<file path="src/rtl/fifo_level.sv">
// Synchronous show-ahead FIFO with occupancy level, watermarks and flush.
// Optional sticky overflow/underflow flags are built when FIFO_ERR_STICKY_EN is defined.
module fifo_level #(
  parameter int DATA_WIDTH = 8,
  parameter int DEPTH      = 16,
  parameter int AF_THRESH  = 12,
  parameter int AE_THRESH  = 2
) (
  input  logic                       clk,
  input  logic                       resetn,
  input  logic                       clr,
  input  logic [DATA_WIDTH-1:0]      din,
  input  logic                       push,
  input  logic                       pop,
  output logic [DATA_WIDTH-1:0]      dout,
  output logic                       full,
  output logic                       empty,
  output logic                       almost_full,
  output logic                       almost_empty,
  output logic [$clog2(DEPTH):0]     level,
  output logic                       overflow,
  output logic                       underflow,
  input  logic                       err_clr
);

  localparam int AW = $clog2(DEPTH);
  localparam int LW = AW + 1;

  logic [DATA_WIDTH-1:0] ram [DEPTH];
  logic [AW-1:0]         rd_ptr;
  logic [AW-1:0]         wr_ptr;
  logic                  push_acc;
  logic                  pop_acc;

  // push/pop are requests with no ready return: a pop is honoured only when
  // not empty, a push only when not full or when a pop frees a slot this cycle.
  assign pop_acc  = pop & ~empty;
  assign push_acc = push & (~full | pop_acc);

  // Flags decode the registered level, so they follow the edge by one cycle.
  assign full         = (level == LW'(DEPTH));
  assign empty        = (level == '0);
  assign almost_full  = (level >= LW'(AF_THRESH));
  assign almost_empty = (level <= LW'(AE_THRESH));

  assign dout = ram[rd_ptr];

  always_ff @(posedge clk or negedge resetn) begin
    if (!resetn) begin
      rd_ptr <= '0;
      wr_ptr <= '0;
      level  <= '0;
    end else if (clr) begin
      rd_ptr <= '0;
      wr_ptr <= '0;
      level  <= '0;
    end else begin
      if (push_acc) wr_ptr <= wr_ptr + AW'(1);
      if (pop_acc)  rd_ptr <= rd_ptr + AW'(1);
      level <= level + LW'(push_acc) - LW'(pop_acc);
    end
  end

  // Storage is not reset; a flush leaves old contents in place.
  always_ff @(posedge clk) begin
    if (push_acc && !clr) ram[wr_ptr] <= din;
  end

`ifdef FIFO_ERR_STICKY_EN
  always_ff @(posedge clk or negedge resetn) begin
    if (!resetn) begin
      overflow  <= 1'b0;
      underflow <= 1'b0;
    end else begin
      // A new error in the same cycle as err_clr keeps the flag set.
      if (push && !push_acc)  overflow <= 1'b1;
      else if (err_clr)       overflow <= 1'b0;
      if (pop && empty)       underflow <= 1'b1;
      else if (err_clr)       underflow <= 1'b0;
    end
  end
`else
  logic unused_err_clr;
  assign unused_err_clr = err_clr;
  assign overflow       = 1'b0;
  assign underflow      = 1'b0;
`endif

endmodule

</file>
<file path="config.mk">
export PLATFORM = sky130hd
export DESIGN_NAME = fifo_level
export DESIGN_NICKNAME = d
export VERILOG_FILES = /design/src/rtl/fifo_level.sv
export SDC_FILE = /design/constraint.sdc
export NUM_CORES = 1
export LEC_CHECK = 0
export ABC_AREA = 1
export BUFFER_PORTS_ARGS = -buffer_cell sky130_fd_sc_hd__buf_2
export CAP_MARGIN = 20
export CELL_PAD_IN_SITES_DETAIL_PLACEMENT = 1
export CELL_PAD_IN_SITES_GLOBAL_PLACEMENT = 1
export CORE_ASPECT_RATIO = 0.75
export CORE_MARGIN = 1.5
export CORE_UTILIZATION = 25
export CTS_CLUSTER_DIAMETER = 80
export CTS_CLUSTER_SIZE = 30
export DETAILED_ROUTE_END_ITERATION = 8
export GPL_TIMING_DRIVEN = 1
export PLACE_DENSITY_LB_ADDON = 0.08
export SLEW_MARGIN = 20
export SYNTH_ARGS = -nofsm -noshare
export SYNTH_HDL_FRONTEND = slang
export SYNTH_SLANG_ARGS = --single-unit
</file>
<file path="constraint.sdc">
create_clock -name clk -period 1.97 [get_ports clk]
set_input_delay 0.591 -clock clk [delete_from_list [all_inputs] [get_ports clk]]
set_output_delay 0.591 -clock clk [all_outputs]
set_load 0.05 [all_outputs]
</file>
==> metrics.txt <==
# TYPE chip_impl_metric gauge
chip_impl_info{name="outcome",value="finished, violations left"} 1
chip_impl_metric{name="crit_fanout",unit=""} 37
chip_impl_info{name="buffer_type_at_the_clock_tree_root",value="clkbuf_16"} 1
chip_impl_metric{name="final-setup-viol-count",unit=""} 15
chip_impl_metric{name="cpPeakStageDelay",unit="ps"} 450
chip_impl_metric{name="timing_max_transition_violations_final",unit=""} 0
chip_impl_metric{name="drt_iter0_markers",unit=""} 177
chip_impl_metric{name="fin_area",unit="µm²"} 8635
chip_impl_metric{name="weighted_congestion_at_the_end_of_routability_driven_global_placement",unit=""} 0.7476
chip_impl_metric{name="route.detailed.vias_per_inst",unit=""} 4.173
chip_impl_metric{name="insertedDiodeCount",unit=""} 0
chip_impl_metric{name="maxSlewHeadroom",unit=""} 0.6431
chip_impl_metric{name="drt_drc_violations_left",unit=""} 0
chip_impl_metric{name="fmaxAchievable",unit="MHz"} 409.0
chip_impl_metric{name="num-fill-cells",unit=""} 2809
chip_impl_metric{name="placement.cell_area",unit="µm²"} 7506
chip_impl_metric{name="drt_pre_antenna_iters",unit=""} 4
chip_impl_metric{name="timing.final.crit_period",unit="ps"} 2445
chip_impl_metric{name="worst-endpoint-arrival",unit="ps"} 1850
chip_impl_metric{name="postRouteWirelength",unit="µm"} 17830
chip_impl_metric{name="hold_viol_final",unit=""} 0
chip_impl_metric{name="power_density",unit="nW/µm²"} 1255
chip_impl_metric{name="core",unit="µm²"} 25210
chip_impl_metric{name="ant_nets",unit=""} 0
chip_impl_metric{name="netlist-cell-type-count",unit=""} 28
chip_impl_metric{name="floorplan.die_area",unit="µm²"} 26930
chip_impl_info{name="r2r-end",value="level[4]"} 1
chip_impl_metric{name="drv.max_cap_violation_count",unit=""} 0
chip_impl_metric{name="global_route.usage.total",unit=""} 0.1415
chip_impl_metric{name="synthesized_netlist_cell_count",unit=""} 657
chip_impl_metric{name="clk_latency",unit="ps"} 420
chip_impl_metric{name="top_level_ports",unit=""} 33
chip_impl_metric{name="synthToLayoutAreaGrowth",unit="%"} 33.12
chip_impl_info{name="grt_setup_unrepaired",value="yes"} 1
chip_impl_metric{name="post_drt_wl_per_cell",unit="µm"} 16.20
chip_impl_info{name="critPathTopFamily",value="buffers and inverters"} 1
chip_impl_metric{name="clock_skew",unit="ps"} 7.700
chip_impl_metric{name="seq_area_frac_synth",unit=""} 0.6427
chip_impl_metric{name="final.setup.worst_slack",unit="ps"} -474.9
chip_impl_metric{name="synth_top_cell_area_share",unit=""} 0.5926
chip_impl_info{name="post_synth_main_area_contributors",value="edfxtp_1, nand2_1, dfrtp_1"} 1
chip_impl_metric{name="p_leak",unit="nW"} 3.520
chip_impl_metric{name="cp_data_required_time",unit="ps"} 1380
chip_impl_metric{name="hpwl",unit="µm"} 12680
chip_impl_metric{name="grt-ovfl-total",unit=""} 0
chip_impl_metric{name="row_count",unit=""} 50
chip_impl_metric{name="floorplan.die.width",unit="µm"} 189.0
chip_impl_metric{name="synthesis.area",unit="µm²"} 6486
chip_impl_metric{name="cts_buffers",unit=""} 17
chip_impl_metric{name="setup-tns-final",unit="ps"} -4302
chip_impl_metric{name="tightest_slew",unit="ps"} 534.8
chip_impl_metric{name="layout-drive-gt1-share",unit=""} 0.2870
chip_impl_info{name="failed_checks",value="negative setup slack"} 1
chip_impl_info{name="crit_path_cell_trace",value="buf_12 -> buf_4 -> nand2_1 -> nand3_1 -> nand2_1 -> nor2_1 -> nand2_1 -> nand2_1 -> buf_6"} 1
chip_impl_metric{name="clk_transition_reported_paths",unit="ps"} 60
chip_impl_info{name="worstSetupEndpointType",value="output pin"} 1
chip_impl_metric{name="io_buffer_count",unit=""} 29
chip_impl_info{name="min_path_type",value="primary input to asynchronous set/reset pin"} 1
chip_impl_info{name="crit_path_top_delay_cell",value="dfrtp_2"} 1
chip_impl_info{name="crit-reg2reg-launch",value="level[1]"} 1
chip_impl_info{name="critPathLaunchType",value="flop"} 1
chip_impl_info{name="synthDominantAreaCellType",value="edfxtp_1"} 1
chip_impl_metric{name="number_of_antenna_violations_at_the_first_check_in_global_routing",unit=""} 0
chip_impl_metric{name="reg2reg_setup_slack",unit="ps"} -140
chip_impl_metric{name="ys.warnings.count",unit=""} 0
chip_impl_metric{name="vias",unit=""} 4595
chip_impl_metric{name="final_net_count",unit=""} 779
chip_impl_metric{name="fp.dieH",unit="µm"} 142.5
chip_impl_info{name="critPathKind",value="flop to output pin"} 1
chip_impl_metric{name="numClockSinks",unit=""} 141
chip_impl_metric{name="grt_pass1_wl",unit="µm"} 28220
chip_impl_metric{name="synth-seq-cells",unit=""} 141
chip_impl_metric{name="syn_area_per_cell",unit="µm²"} 9.872
chip_impl_metric{name="timing.critical_path.buf_inv",unit=""} 3
chip_impl_info{name="cpMostUsedCell",value="nand2_1"} 1
chip_impl_metric{name="pre_cts_ws",unit="ps"} -294.0
chip_impl_metric{name="ff2ff_path_depth",unit=""} 14
chip_impl_metric{name="largest_net_degree_at_the_start_of_global_routing",unit=""} 38
chip_impl_metric{name="first_global_vias",unit=""} 4957
chip_impl_info{name="cts_tree",value="yes"} 1
chip_impl_metric{name="starting_density_of_the_core",unit=""} 0.2573
chip_impl_metric{name="clock_path_buffers",unit=""} 2
chip_impl_metric{name="peakVddDrop",unit="mV"} 0.7123
chip_impl_metric{name="final_clock_period_utilization_by_the_worst_path",unit=""} 1.241
chip_impl_metric{name="htree_levels",unit=""} 4
flip-flops by register name, summed over array words and instances (netlist names):
name / count
rd_ptr: 4
wr_ptr: 4
level: 5
ram: 128
area by class of cell:
class	instances	area, µm²	share of cell area
Clock inverter	14	160.2	0.01855
Multi-Input combinational cell	421	2228	0.2581
Sequential cell	141	4178	0.4838
Inverter	70	275.3	0.03188
Timing Repair Buffer	99	940.9	0.1090
Tap cell	338	422.9	0.04898
Clock buffer	18	429.2	0.04970
cell usage in the layout, fill, tap and decap left out, types with 13 or more instances in the layout:
| cell type | instances |
|---|---|
| nor2_2 | 15 |
| nand3_1 | 58 |
| nand2_1 | 227 |
| nand2_2 | 16 |
| inv_1 | 57 |
| nor2_4 | 13 |
| buf_2 | 17 |
| clkbuf_16 | 17 |
| nor2_1 | 47 |
| buf_6 | 20 |
| buf_4 | 46 |
| edfxtp_1 | 128 |
where the power goes:
| group | switching, mW | total [mW] | leakage, nW | internal [mW] |
|---|---|---|---|---|
| Clock | 1.37 | 3.26 | 0.286 | 1.90 |
| Sequential | 0.0968 | 3.47 | 1.32 | 3.37 |
| Combinational | 2.47 | 4.11 | 1.92 | 1.63 |
| Total | 3.93 | 10.8 | 3.52 | 6.90 |
cell usage after synthesis, drive strengths merged:
cell,number
inv,69
nand2,246
conb,1
ha,14
edfxtp,128
nand3,65
fa,1
clkinv,1
o21ai,2
or2,1
nor2,76
clkbuf,1
buf,25
nand4,5
xor2,3
dfrtp,13
a21oi,6
through the flow:
| stage | power (mW) | util | instances | hold slack, ps |
|---|---|---|---|---|
| floorplan | 5.653 | - | 658 | 295.4 |
| global placement | 6.780 | 0.2977 | 1062 | 519.5 |
| detailed placement | 6.854 | 0.2977 | 1062 | 530.9 |
| CTS | 10.81 | 0.3347 | 1097 | 73.00 |
| global route | 11.44 | 0.3425 | 1101 | 80.48 |
| finish | 10.84 | 0.3425 | 1101 | 76.29 |
how the worst max path moves through the flow:
stage                     startpoint         to  cells after the start  slack, ps
after floorplan             level[2]   level[1]                     10       -130
after global placement           pop   level[4]                     14       -260
after detailed placement         pop  ram[0][5]                      7       -290
after CTS                  rd_ptr[0]    dout[6]                      9       -520
after global routing       rd_ptr[0]    dout[6]                      9       -630
final                      rd_ptr[0]    dout[6]                      9       -470
repair_timing:
item / 4_1_cts / 5_1_grt
hold buffers: 0 / 0
gates resized for setup: 92 / 35
buffers inserted: 4 / 5
setup endpoints to repair: 96 / 48
pin swaps: 14 / 20
cloned: 0 / 0
cells by family after synthesis:
group / count (synthesis) / synth area share
AOI/OAI and AO/OA: 8 / 0.006172
xor gates and xnor gates: 3 / 0.004052
DFF: 141 / 0.6427
adders and majority gates: 15 / 0.03009
buffers and inverters: 96 / 0.06674
and+or+nand+nor: 393 / 0.2496
other: 1 / 0.0005781
layer usage:
layer  routed length [µm]  vias to the layer above  track usage
met4                   95                        0      0.03801
met2                 8807                       43       0.2473
met5                    0                        -            0
met1                 8536                     2250       0.1787
met3                  394                        6      0.02761
li1                     -                     2296            -
Power figures use the tool's default switching activity.
